**src/rtl/float_mul_arbiter.sv**
```systemverilog
// Round-robin arbiter sharing one float_mul among N_REQ requesters.
// Operands are latched at grant, and a timeout returns a quiet NaN flagged with err.
module float_mul_arbiter #(
  parameter int N_REQ   = 4,
  parameter int TIMEOUT = 15
) (
  input  logic                  clk,
  input  logic                  rst,
  input  logic [N_REQ-1:0]      req,
  input  logic [32*N_REQ-1:0]   op_a,
  input  logic [32*N_REQ-1:0]   op_b,
  output logic [N_REQ-1:0]      done,
  output logic [31:0]           result,
  output logic                  err,
  output logic                  busy,
  output logic                  mul_start,
  output logic [31:0]           mul_a,
  output logic [31:0]           mul_b,
  input  logic [31:0]           mul_result,
  input  logic                  mul_ready
);

  localparam int GW = (N_REQ > 1) ? $clog2(N_REQ) : 1;
  localparam int CW = $clog2(TIMEOUT + 1);

  localparam logic [1:0] S_IDLE  = 2'd0;
  localparam logic [1:0] S_ISSUE = 2'd1;
  localparam logic [1:0] S_WAIT  = 2'd2;
  localparam logic [1:0] S_DONE  = 2'd3;

  logic [1:0]    state_reg, state_next;
  logic [GW-1:0] rr_ptr_reg;
  logic [GW-1:0] grant_reg;
  logic [CW-1:0] cnt_reg;
  logic [31:0]   mul_a_reg, mul_b_reg, result_reg;
  logic          timeout_reg;

  logic [N_REQ-1:0] req_rot;
  logic [GW-1:0]    pick_off;
  logic [GW:0]      pick_sum;
  logic [GW-1:0]    pick;
  logic [31:0]      sel_a, sel_b;
  logic             wait_expired;

  // Rotate requests so that bit 0 corresponds to rr_ptr, then take the lowest set bit.
  always_comb begin
    req_rot  = N_REQ'({req, req} >> rr_ptr_reg);
    pick_off = '0;
    for (int k = N_REQ - 1; k >= 0; k--) begin
      if (req_rot[k]) pick_off = GW'(k);
    end
    pick_sum = {1'b0, rr_ptr_reg} + {1'b0, pick_off};
    if (pick_sum >= (GW+1)'(N_REQ)) pick = GW'(pick_sum - (GW+1)'(N_REQ));
    else                            pick = pick_sum[GW-1:0];
  end

  always_comb begin
    sel_a = '0;
    sel_b = '0;
    for (int k = 0; k < N_REQ; k++) begin
      if (pick == GW'(k)) begin
        sel_a = op_a[32*k +: 32];
        sel_b = op_b[32*k +: 32];
      end
    end
  end

  assign wait_expired = (cnt_reg == CW'(TIMEOUT - 1));

  always_comb begin
    state_next = state_reg;
    case (state_reg)
      S_IDLE:  if (|req) state_next = S_ISSUE;
      S_ISSUE: state_next = S_WAIT;
      S_WAIT:  if (mul_ready || wait_expired) state_next = S_DONE;
      default: state_next = S_IDLE;
    endcase
  end

  always_ff @(posedge clk) begin
    if (!rst) begin
      state_reg   <= S_IDLE;
      rr_ptr_reg  <= '0;
      grant_reg   <= '0;
      cnt_reg     <= '0;
      mul_a_reg   <= '0;
      mul_b_reg   <= '0;
      result_reg  <= '0;
      timeout_reg <= 1'b0;
    end else begin
      state_reg <= state_next;
      case (state_reg)
        S_IDLE: begin
          if (|req) begin
            grant_reg   <= pick;
            mul_a_reg   <= sel_a;
            mul_b_reg   <= sel_b;
            timeout_reg <= 1'b0;
          end
        end
        S_ISSUE: cnt_reg <= '0;
        S_WAIT: begin
          if (mul_ready) begin
            result_reg  <= mul_result;
            timeout_reg <= 1'b0;
          end else begin
            cnt_reg <= cnt_reg + 1'b1;
            if (wait_expired) begin
              result_reg  <= 32'h7FC0_0000;
              timeout_reg <= 1'b1;
            end
          end
        end
        default: begin
          if (grant_reg == GW'(N_REQ - 1)) rr_ptr_reg <= '0;
          else                             rr_ptr_reg <= grant_reg + 1'b1;
        end
      endcase
    end
  end

  genvar gi;
  generate
    for (gi = 0; gi < N_REQ; gi++) begin : g_done
      assign done[gi] = (state_reg == S_DONE) && (grant_reg == GW'(gi));
    end
  endgenerate

  assign busy      = (state_reg != S_IDLE);
  assign mul_start = (state_reg == S_ISSUE);
  assign err       = (state_reg == S_DONE) && timeout_reg;
  assign mul_a     = mul_a_reg;
  assign mul_b     = mul_b_reg;
  assign result    = result_reg;

endmodule

```
**config.mk**
```make
export PLATFORM = sky130hd
export DESIGN_NAME = float_mul_arbiter
export DESIGN_NICKNAME = d
export VERILOG_FILES = /design/src/rtl/float_mul_arbiter.sv
export SDC_FILE = /design/constraint.sdc
export NUM_CORES = 1
export LEC_CHECK = 0
export ABC_AREA = 1
export BUFFER_PORTS_ARGS = -buffer_cell sky130_fd_sc_hd__clkbuf_2
export CAP_MARGIN = 30
export CORE_AREA = 2 2 153 155
export CTS_CLUSTER_SIZE = 14
export DETAILED_ROUTE_END_ITERATION = 6
export DIE_AREA = 0 0 155 157
export GPL_ROUTABILITY_DRIVEN = 0
export HOLD_SLACK_MARGIN = 0.05
export PLACE_DENSITY = 0.58
export SLEW_MARGIN = 20
export SYNTH_ARGS = -nofsm -noshare
export SYNTH_HDL_FRONTEND = slang
export SYNTH_SLANG_ARGS = --single-unit
```
**constraint.sdc**
```tcl
create_clock -name clk -period 5.2 [get_ports clk]
set_clock_uncertainty 0.05 [all_clocks]
set_input_delay 1.04 -clock clk [delete_from_list [all_inputs] [get_ports clk]]
set_output_delay 1.04 -clock clk [all_outputs]
set_load 0.01 [all_outputs]
```
; ---- After elaboration in Yosys (flattened, before gate mapping)
; Index checks and enable logic that the tools add are counted.
[word_totals]
word_cells = 73
in_bits = 295
out_inout_bits = 103
register_bits = 107
[classes]
n_reduce_logical = 20
n_eq_ne = 14
shift = 1
n_addsub = 4
n_lt_le_gt_ge = 1
mux = 25
[ops]
columns = op, n
row1 = $mux 32, 10
row2 = $mux 2, 8
row3 = $eq 2x2->1 const B, 6
row4 = $pmux 4 s2, 1
row5 = $reduce_and 2->1, 4
row6 = $reduce_bool 2->1, 4
row7 = $shr 8x2->4, 1
row8 = $eq 2x1->1 const B, 3
row9 = $logic_not 2->1, 3
row10 = $ne 2x2->1 const B, 3
row11 = $pmux 2 s3, 1
row12 = $logic_and 1x1->1, 5
row13 = $add 4x1->4 const B, 1
row14 = $eq 4x4->1 const B, 1
row15 = $mux 4, 1
row16 = $reduce_or 4->1, 1
row17 = $add 2x2->3, 1
row18 = $ge 3x3->1 const B, 1
row19 = $mux 1, 3
row20 = $ne 3x3->1 const B, 1
row21 = $reduce_and 3->1, 1
row22 = $reduce_or 3->1, 1
row23 = $add 2x1->2 const B, 1
row24 = $pmux 1 s2, 1
row25 = other kinds (2), 2

; ---- Depth between registers and ports, before layout
[depth]
word_depth = 13
mapped_depth = 19

; ---- Worst setup path before layout
; No wires, ideal clock.
[synth_timing]
path_type = in2reg
start = input port req[1]
end = register mul_b_reg[3] (netlist: mul_b[3])
cell_stages = 17
setup_ns = 0.132
arrival_ns = 2.691
n_path_buf = 3
path_slack_ns = 2.327
path_cell_list = nand2_1 > nand3_1 > nand2_1 > nand3_1 > a21boi_0 > ha_1 > xnor2_1 > nand3_1 > nand2_2 > buf_6 > nor2_4 > buf_6 > buf_6 > nand2_1 > nand3_1 > nand2_1 > a21oi_1
[synth_between]
elab_chain_cells = 13
[synth_lines]
columns = element, line
row1 = start: declaration, 9  ; input logic [N_REQ-1:0] req,
row2 = $shr 8x2->4, 47  ; req_rot = N_REQ'({req, req} >> rr_ptr_reg);
row3 = $mux 2 (4 in a row), 50  ; if (req_rot[k]) pick_off = GW'(k);
row4 = $add 2x2->3, 52  ; pick_sum = {1'b0, rr_ptr_reg} + {1'b0, pick_off};
row5 = $ge 3x3->1 / $sub 2x1->2 (equally long branches), 53  ; if (pick_sum >= (GW+1)'(N_REQ)) pick = GW'(pick_sum - (GW+1)'(N_REQ));
row6 = $mux 2, 53
row7 = $logic_not 2->1, 61  ; if (pick == GW'(k)) begin
row8 = $mux 32 (4 in a row), 61
row9 = end signal: assignment, 97  ; mul_b_reg <= sel_b;
row10 = end: declaration, 35  ; logic [31:0] mul_a_reg, mul_b_reg, result_reg;
; Parallel ways exist; a longest one is shown, timed or not.
; A chain may end at the register's enable or synchronous reset.

; ---- Worst setup path in the final report
[layout_timing]
start = input port req[1]
end = register mul_b_reg[29] (netlist: mul_b[29])
; Same word-level chain as after synthesis.

==> qor.csv <==
metric;value;unit
fin_crit;3.829;ns
synthCells;1012;
synth_most_common_cell;nand2_1;
initial_utilization;27.80;%
r2r-end;mul_b[29];
finalCritPeriodShare;73.64;%
slew_headroom;51.29;%
core_area;0.02250;mm^2
die_area;0.02434;mm^2
hp-start;result[30];
syn-cell-area;0.006256;mm^2
area_growth;39.20;%
wl_per_cell;14.99;um
num_vias;7785;
final_layout_size_suffix_gt1_share;32.97;%
grt_overflow;0;
die_h;157;um
r2r-start;rr_ptr_reg[0];
die_w;155;um
synth_cell_type_count;27;
stdcell_count;1654;
arrival;4.06;ns
max_freq;261.2;MHz
critical_path_class;in -> reg;
power;4.598;mW
htree_levels;3;
clkSlewWorstSetupHoldPaths;0.08;ns
cts_buffer_depth;2;
drtIter0Drc;492;
clock-sinks;107;
hold_class;reg -> reg;
setup-tns-final;0;ns
cp_data_required_time;5.44;ns
grtUsageTotal;19.86;%
synth_edf_count;0;
ys_seq_area_share;34.24;%
drt_pass1_iterations;7;
cts_resized;0;
rsz0062_at_grt;no;
max-vdd-ir-drop;0.0002789;V
antenna_found_initial;1;
grt_max_degree;68;
cp_max_fo;46;
placed_cells;1636;
synth_fp_nets;1319;
r2r_cells;16;
endpoint_kind;flop;
utilization;38.70;%
cellLeakagePower;4.665;nW
clk_latency;0.36;ns
ys_top_cells_by_count;322 x nand2_1, 123 x inv_1, 121 x o21ai_0;
min_to;result[30];
pin_count;398;
hold_viol;0;
io_buffers;397;
cts_hold_buf;0;
violations;DRC;
cts_made_buffers;9;
ys.warnings.count;0;
maxCapViolations;0;
post-place-ws;1.016;ns
hold_depth;2;
power.density;528.0;mW/mm^2
r2r_slack;1.59;ns
fill_cells;2473;
ys_top_cells_by_area;dfxtp_1 34%, nand2_1 19%, o21ai_0 9.7%, a21oi_1 8.4%, nand3_1 8.1%;
synth.avg_cell_area;6.182;um^2
wl;24.80;mm
grt_pass1_vias;7177;
synth-main-ff-cell;dfxtp_1;
ys_seq_elements;107;
finalSetupViolations;0;
synth_top_area_share;34.24;%
yosys.area.top_type;dfxtp_1;
grt_pass1_wl;38.08;mm
slew_viol_final;0;
cts_setup_buffers;0;
remaining_drc_errors;1;
crit_path_start_kind;input pin;
rows;55;
post_drt_via_cell_ratio;4.707;
cts-root-buf;clkbuf_16;
ant_nets;0;
status;complete, but fails checks;
worst-slew-pin-transition;0.7240;ns
fin_ws;1.371;ns
nets;1670;
async_flop_share;0;%
cts_tree;yes;
dpl.hpwl;18.88;mm
## report_power, final
part | switching (mW) | total [mW] | internal [mW]
Clock | 0.366 | 0.709 | 0.343
Sequential | 0.164 | 1.28 | 1.12
Combinational | 1.72 | 2.61 | 0.894
Total | 2.25 | 4.60 | 2.35
## layout make-up
cell class                 count  area, um^2  area share, %
antenna                        1       2.502        0.02874
clock buffer                   9       225.2          2.586
clock inverter                 7       83.83         0.9626
inverter                     127       478.0          5.489
multi-input combinational    710        3331          38.25
sequential                   107        2142          24.60
tap                          285       356.6          4.095
timing repair buffer         408        2090          23.99
## metal layers
metal | up-vias | track usage [%] | wire [um]
met5 | - | 0 | 0
met4 | 0 | 11.24 | 1164
met3 | 73 | 4.681 | 1596
met2 | 287 | 31.77 | 11470
met1 | 3470 | 24.56 | 10570
li1 | 3955 | - | -
## per-stage QoR
step / instance area [um^2] / hold slack [ns]
after global routing: 8706 / 0.4217
final: 8708 / 0.4002
after CTS: 8686 / 0.4047
after detailed placement: 8377 / 0.3920
after floorplan: 6256 / 0.3870
after global placement: 8362 / 0.3858
## placed cells by master (no fill, tap or decap)
master and instances:
nand2_2 3, clkinv_8 3, nor4_1 1, a21boi_0 1, buf_12 1, nor2_8 1
ha_1 11, o211a_1 1, inv_1 121, nand2_1 321, nor2_1 5, nand3_1 101
inv_2 4, nand4_1 17, dfxtp_1 107, buf_8 1, clkinv_1 1, clkinv_4 2
clkbuf_16 9, a211oi_1 2, ha_2 1, o21ai_0 121, or2_2 14, diode_2 1
nor2_4 2, buf_4 9, clkbuf_2 397, inv_6 2, o22ai_1 1, clkinv_2 1
xnor2_1 1, a31o_2 1, a21oi_1 105
## worst max-delay path: stages
cell	delay (ns)
clkbuf_2	0.10
nand2_1	0.08
nand3_1	0.08
nand2_1	0.10
nand3_1	0.06
a21boi_0	0.18
ha_2	0.21
xnor2_1	0.13
inv_1	0.07
nand2_2	0.38
nand2_2	0.36
nor2_8	0.63
nand2_1	0.22
nand3_1	0.18
nand2_1	0.07
a21oi_1	0.11
## worst max path at each step
| stage | slack (ns) | start | depth (start not counted) | endpoint |
|---|---|---|---|---|
| after floorplan | 2.33 | req[1] | 17 | mul_b[3] |
| after global placement | 1.06 | req[1] | 16 | mul_b[29] |
| after detailed placement | 1.02 | req[1] | 16 | mul_b[29] |
| after CTS | 1.38 | req[1] | 16 | mul_b[29] |
| after global routing | 0.95 | req[1] | 17 | mul_b[27] |
| final | 1.37 | req[1] | 16 | mul_b[29] |
## kinds of logic after synthesis
family / Yosys count / synth area share, %
AO/OA/AOI/OAI: 232 / 18.84
buffers and inverters: 195 / 12.72
XOR/XNOR: 1 / 0.1400
AND/OR/NAND/NOR: 465 / 31.66
flip-flops: 107 / 34.24
adder cells (fa/ha/maj): 12 / 2.400
(Power assumes the default switching activity.)
